--- src/rtl/alu_pkg.sv ---
// Shared types and constants for the ALU operand loader: FSM states and opcodes.
// Optional build macro affecting this slice: ALU_LOADER_DEBOUNCE_EN.
package alu_pkg;

    typedef enum logic [1:0] {
        LOAD_A  = 2'd0,
        LOAD_B  = 2'd1,
        LOAD_OP = 2'd2,
        READY   = 2'd3
    } state_e;

    localparam logic [3:0] OP_MAX = 4'd13;

    typedef enum logic [3:0] {
        SUB  = 4'd0,
        AND  = 4'd1,
        OR   = 4'd2,
        NOT  = 4'd3,
        XOR  = 4'd4,
        CPL1 = 4'd5,
        CPL2 = 4'd6,
        SAL  = 4'd7,
        SAR  = 4'd8,
        SLL  = 4'd9,
        SLR  = 4'd10,
        ROL  = 4'd11,
        ROR  = 4'd12,
        ADD  = 4'd13
    } op_e;

    function automatic logic op_in_range(input logic [3:0] code);
        return code <= OP_MAX;
    endfunction

endpackage

--- src/rtl/alu_operand_loader_if.sv ---
// Switch/button inputs and operand-set outputs of the ALU operand loader.
// Optional build macro affecting this slice: ALU_LOADER_DEBOUNCE_EN.
interface alu_operand_loader_if;
    logic [3:0] iData;
    logic       iLoad;
    logic       iClear;
    logic       iAck;
    logic [3:0] oA;
    logic [3:0] oB;
    logic [3:0] oOp;
    logic       oValid;
    logic       oOpErr;
    logic [1:0] oState;

    modport master (
        output iData, iLoad, iClear, iAck,
        input  oA, oB, oOp, oValid, oOpErr, oState
    );

    modport slave (
        input  iData, iLoad, iClear, iAck,
        output oA, oB, oOp, oValid, oOpErr, oState
    );
endinterface

--- src/rtl/alu_btn_conditioner.sv ---
// Load button conditioning: 2-flop synchronizer, optional debounce, rising-edge pulse.
// Debounce filter is built only when ALU_LOADER_DEBOUNCE_EN is defined.
module alu_btn_conditioner #(
    parameter int unsigned DEBOUNCE_CYCLES = 16
) (
    input  logic clk,
    input  logic rst_n,
    input  logic btn,
    output logic pulse
);
    logic       s1, s2, lvl, prev, armed;
    logic [1:0] flush;

    always_ff @(posedge clk) begin
        if (!rst_n) begin
            s1 <= 1'b0;
            s2 <= 1'b0;
        end else begin
            s1 <= btn;
            s2 <= s1;
        end
    end

`ifdef ALU_LOADER_DEBOUNCE_EN
    localparam int unsigned CW = $clog2(DEBOUNCE_CYCLES + 1);
    logic          flt;
    logic [CW-1:0] cnt;

    always_ff @(posedge clk) begin
        if (!rst_n) begin
            flt <= 1'b0;
            cnt <= '0;
        end else if (s2 == flt) begin
            cnt <= '0;
        end else if (cnt == CW'(DEBOUNCE_CYCLES - 1)) begin
            flt <= s2;
            cnt <= '0;
        end else begin
            cnt <= cnt + 1'b1;
        end
    end

    assign lvl = flt;
`else
    assign lvl = s2;
`endif

    // Reset zeroes the synchronizer, so a button held through reset would look like
    // a fresh press; arm only once a genuine low has passed through the synchronizer.
    always_ff @(posedge clk) begin
        if (!rst_n) begin
            prev  <= 1'b0;
            armed <= 1'b0;
            flush <= '0;
        end else begin
            prev  <= lvl;
            flush <= {flush[0], 1'b1};
            if (flush[1] && !s2) armed <= 1'b1;
        end
    end

    assign pulse = lvl & ~prev & armed;
endmodule

--- src/rtl/alu_operand_loader.sv ---
// Sequential loader of ALU operands A, B and opcode from switches via a load button.
// Define ALU_LOADER_DEBOUNCE_EN to add the DEBOUNCE_CYCLES debounce filter on iLoad.
module alu_operand_loader
    import alu_pkg::*;
#(
    parameter int unsigned DEBOUNCE_CYCLES = 16
) (
    input  logic                 clk,
    input  logic                 rst_n,
    alu_operand_loader_if.slave  bus
);
    logic       load_pulse;
    state_e     state_q, state_n;
    logic [3:0] a_q, a_n, b_q, b_n, op_q, op_n;
    logic       valid_q, valid_n, err_q, err_n;

    alu_btn_conditioner #(.DEBOUNCE_CYCLES(DEBOUNCE_CYCLES)) u_btn (
        .clk   (clk),
        .rst_n (rst_n),
        .btn   (bus.iLoad),
        .pulse (load_pulse)
    );

    always_ff @(posedge clk) begin
        if (!rst_n) begin
            state_q <= LOAD_A;
            a_q     <= '0;
            b_q     <= '0;
            op_q    <= '0;
            valid_q <= 1'b0;
            err_q   <= 1'b0;
        end else begin
            state_q <= state_n;
            a_q     <= a_n;
            b_q     <= b_n;
            op_q    <= op_n;
            valid_q <= valid_n;
            err_q   <= err_n;
        end
    end

    always_comb begin
        state_n = state_q;
        a_n     = a_q;
        b_n     = b_q;
        op_n    = op_q;
        valid_n = valid_q;
        err_n   = err_q;
        if (bus.iClear) begin
            state_n = LOAD_A;
            valid_n = 1'b0;
            err_n   = 1'b0;
        end else begin
            unique case (state_q)
                LOAD_A: if (load_pulse) begin
                    a_n     = bus.iData;
                    state_n = LOAD_B;
                end
                LOAD_B: if (load_pulse) begin
                    b_n     = bus.iData;
                    state_n = LOAD_OP;
                end
                LOAD_OP: if (load_pulse) begin
                    if (op_in_range(bus.iData)) begin
                        op_n    = bus.iData;
                        err_n   = 1'b0;
                        valid_n = 1'b1;
                        state_n = READY;
                    end else begin
                        err_n = 1'b1;
                    end
                end
                READY: if (bus.iAck) begin
                    valid_n = 1'b0;
                    state_n = LOAD_A;
                end
                default: state_n = LOAD_A;
            endcase
        end
    end

    assign bus.oA     = a_q;
    assign bus.oB     = b_q;
    assign bus.oOp    = op_q;
    assign bus.oValid = valid_q;
    assign bus.oOpErr = err_q;
    assign bus.oState = state_q;
endmodule

--- src/flat_wrapper.sv ---
// flat-port wrapper written by rule: the top's interface ports become plain ports
module alu_operand_loader_flat import alu_pkg::*;
#(
    parameter int unsigned DEBOUNCE_CYCLES = 16
)
  (clk, rst_n, bus_iData, bus_iLoad, bus_iClear, bus_iAck, bus_oA, bus_oB, bus_oOp, bus_oValid, bus_oOpErr, bus_oState);
  alu_operand_loader_if bus_i ();
  input  logic clk;
  input  logic rst_n;
  input wire logic [$bits(bus_i.iData)-1:0] bus_iData;
  input wire logic [$bits(bus_i.iLoad)-1:0] bus_iLoad;
  input wire logic [$bits(bus_i.iClear)-1:0] bus_iClear;
  input wire logic [$bits(bus_i.iAck)-1:0] bus_iAck;
  output wire logic [$bits(bus_i.oA)-1:0] bus_oA;
  output wire logic [$bits(bus_i.oB)-1:0] bus_oB;
  output wire logic [$bits(bus_i.oOp)-1:0] bus_oOp;
  output wire logic [$bits(bus_i.oValid)-1:0] bus_oValid;
  output wire logic [$bits(bus_i.oOpErr)-1:0] bus_oOpErr;
  output wire logic [$bits(bus_i.oState)-1:0] bus_oState;
  assign bus_i.iData = bus_iData;
  assign bus_i.iLoad = bus_iLoad;
  assign bus_i.iClear = bus_iClear;
  assign bus_i.iAck = bus_iAck;
  assign bus_oA = bus_i.oA;
  assign bus_oB = bus_i.oB;
  assign bus_oOp = bus_i.oOp;
  assign bus_oValid = bus_i.oValid;
  assign bus_oOpErr = bus_i.oOpErr;
  assign bus_oState = bus_i.oState;
  alu_operand_loader #(.DEBOUNCE_CYCLES(DEBOUNCE_CYCLES)) u_core (.clk(clk), .rst_n(rst_n), .bus(bus_i));
endmodule
--- config.mk ---
export PLATFORM = sky130hd
export DESIGN_NAME = alu_operand_loader_flat
export DESIGN_NICKNAME = d
export VERILOG_FILES = /design/src/rtl/alu_pkg.sv /design/src/rtl/alu_operand_loader_if.sv /design/src/rtl/alu_btn_conditioner.sv /design/src/rtl/alu_operand_loader.sv /design/src/flat_wrapper.sv
export SDC_FILE = /design/constraint.sdc
export NUM_CORES = 1
export LEC_CHECK = 0
export BUFFER_PORTS_ARGS = -buffer_cell sky130_fd_sc_hd__buf_2
export CAP_MARGIN = 10
export CORE_UTILIZATION = 45
export CTS_BUF_LIST = sky130_fd_sc_hd__clkbuf_16
export DETAILED_ROUTE_END_ITERATION = 8
export GPL_TIMING_DRIVEN = 0
export MAX_ROUTING_LAYER = met4
export PLACE_DENSITY = 0.7
export SYNTH_ARGS = -nofsm -noshare
export SYNTH_HDL_FRONTEND = slang
export SYNTH_SLANG_ARGS = --single-unit
--- constraint.sdc ---
create_clock -name clk -period 4.3 [get_ports clk]
set_clock_uncertainty 0.15 [all_clocks]
set_input_delay 0.215 -clock clk [delete_from_list [all_inputs] [get_ports clk]]
set_output_delay 0.215 -clock clk [all_outputs]
set_load 0.005 [all_outputs]
==> impl_metrics.toml <==
[status]
run_status = "complete, no violations"

[final_layout]
area_delta_synth_final_pct = 27.38
multi_input_area_um2 = 479.2
seqCellArea_um2 = 440.4
layoutNonFillerInstCount = 151
drive_above_1_share_pct = 27.42
nNetsFinal = 139
antenna_cells = 0
fill_cells = 184

[critical_path]
slowest_stage = "dfxtp_1"
critPathMaxFanout = 6
start_kind = "flop"
arrival_ns = 1.64
cp_top_family = "flip-flops"
crit_chain = "inv_1 > ha_1 > nor2_1 > o21bai_1 > a2bb2oi_2 > mux2i_1"
criticalPathCategory = "flop to flop"
critPathBufInv = 1
cp.required_ns = 4.33
cpPeakStageDelay_ns = 0.40
end_kind = "flop"

[sta]
fin_tns_setup_ns = 0
slew_headroom_pct = 79.61
holdWs_ns = 0.01927
rsz0062_at_grt = "no"
finalHoldViolCount = 0
period_share_pct = 37.50
setup_viol = 0
slew_viol_final = 0
worstMarginPinSlew_ns = 0.3058
clock.fmax_mhz = 620.1
min_period_ns = 1.613

[yosys]
yosys_register_bits = 22
synth_nets = 110
synth_top_area_share_pct = 46.56
syn_inst = 96
ys_warn_count = 0
syn_avg_cell_area_um2 = 9.853
yosysTopAreaCell = "dfxtp_1"
synth_cell_type_count = 22
synthTopCellsByArea = "dfxtp_1 47%, mux2i_1 7.4%, ha_1 6.6%"
syn-cell-area_um2 = 945.9
seq_area_frac_synth_pct = 46.56

[floorplan]
pin_count = 25
fp.dieH_um = 47.85
std_cell_rows = 16
die_w_um = 47.85
initial_utilization_pct = 48.21
coreArea_mm2 = 0.001962
die_area_mm2 = 0.002289

[power]
p_comb_share_pct = 3.9
p_int_mw = 0.4009
pwr-share-seq_pct = 43.1
p_sw_share_pct = 17.26
clkPwrFrac_pct = 53.0
leakagePower_nw = 0.5360
p_per_area_mw_per_mm2 = 402.1
vdd_drop_max_mv = 0.2479
p_sw_mw = 0.08360

[grt]
grt_pass1_wl_um = 2456
grt_pass1_vias = 583
grt_max_degree = 14
antenna_found_initial = 0
grt_overflow = 0
grt_usage_pct = 16.25

[clock_network]
cts_tree = "yes"
cts_made_buffers = 3
post_cts_resized = 0
path_clk_slew_ns = 0.06
root_buffer = "clkbuf_16"
h-tree-depth = 1
cts_setup_buffers = 0
holdBufCountCts = 0
cts_sinks = 22
clk_path_buf_depth = 2
clk_latency_ns = 0.25

[routing]
drc = 0
wl_um = 1661
vias_per_cell = 4.940
vias = 746
drtAntennaViolNets = 0
drt-pass1-iter-count = 4
wire_per_inst_um = 11.00
drt_iter0_drc = 3

[placed_design]
dp_hpwl_um = 1280
io_buffers = 24
dp.cells = 147
gp_congestion = 0.7296

[flow_run]
max_cap_viol_count = 0

[worst_hold_path]
worstHoldPathType = "primary input to flop"
-- cell type report --
class                   instances  area share, %
multi-input cells              69          39.77
clock buffers                   3          6.231
inverters                       3         0.9346
repair buffers                 24          9.969
clock inverters                 1          2.492
well taps                      27          2.804
flip-flops and latches         22          36.55
plain buffers                   2          1.246
-- layout by cell type (no fill, tap or decap), types with 2 or more instances in the layout --
cell type,n
a21boi_1,8
and2_1,5
buf_2,24
clkbuf_16,3
dfxtp_1,22
ha_1,5
inv_1,3
mux2i_1,7
nand2_1,15
nand2_2,2
nand3_1,10
nor2_1,2
nor2b_1,5
o21a_1,2
-- synth_stat cells --
master and count:
dfxtp_1 22, nand2_1 15, nand3_1 10, a21boi_1 8
mux2i_1 7, and2_1 5, ha_1 5, nor2b_1 5
inv_1 3, nand2_2 2, nor2_1 2, o21a_1 2
a2bb2oi_2 1, and2b_1 1, and3b_1 1, and4bb_4 1
buf_6 1, clkbuf_1 1, nand3_4 1, o21ai_0 1
o21ai_1 1, o21bai_1 1
-- stage by stage --
step	power [mW]	cell area (um2)	worst slack (ns)	util [%]
floorplan	0.2230	945.9	2.828	-
global placement	0.2315	1100	2.744	56.06
detailed placement	0.2320	1100	2.690	56.06
CTS	0.4900	1205	2.672	61.42
global route	0.4998	1205	2.571	61.42
finish	0.4845	1205	2.687	61.42
-- flip-flops by register name, indices dropped and copies added (netlist names) --
name,cells
u_core.bus.oValid,1
u_core.bus.oOp,4
u_core.bus.oOpErr,1
u_core.bus.oB,4
u_core.u_btn.flush,2
u_core.u_btn.lvl,1
u_core.bus.oA,4
u_core.u_btn.prev,1
u_core.u_btn.armed,1
u_core.bus.oState,2
u_core.u_btn.s1,1
-- path summary, 6_finish.rpt --
path | from | to | slack [ns] | depth (start not counted)
worst max register to register | u_core.bus.oState[0]$_SDFFE_PP0P_ | u_core.bus.oState[1]$_SDFFE_PP0P_ | 2.69 | 6
worst min register to register | u_core.u_btn.s1$_SDFF_PN0_ | u_core.u_btn.lvl$_SDFF_PN0_ | 0.29 | 1
worst min-delay path | bus_iLoad | u_core.u_btn.s1$_SDFF_PN0_ | 0.02 | 2
worst max-delay path | u_core.bus.oState[0]$_SDFFE_PP0P_ | u_core.bus.oState[1]$_SDFFE_PP0P_ | 2.69 | 6
-- metal layers --
| metal | track usage (%) | part of all wire (%) |
|---|---|---|
| met5 | - | 0 |
| met4 | 6.667 | 1.1 |
| met3 | 3.396 | 3.3 |
| met2 | 25.41 | 46 |
| met1 | 20.23 | 49 |
-- cell families (layout without fill, tap and decap cells) --
group           after synthesis  in the layout  share of synthesized area (%)
compound gates               14             14                          11.37
fa+ha+maj                     5              5                          6.614
buf+inv                       5             33                          2.777
flops                        22             22                          46.56
mux                           7              7                          7.408
simple gates                 43             43                          25.27
-- power groups by stage --
stage          Combinational [mW]  Sequential, mW  Clock, mW
6_report                   0.0189           0.209      0.257
5_1_grt                    0.0209           0.209      0.270
4_1_cts                    0.0191           0.209      0.262
3_5_place_dp               0.0189           0.213          0
3_3_place_gp               0.0186           0.213          0
2_1_floorplan              0.0103           0.213          0
Power figures use the tool's default switching activity.
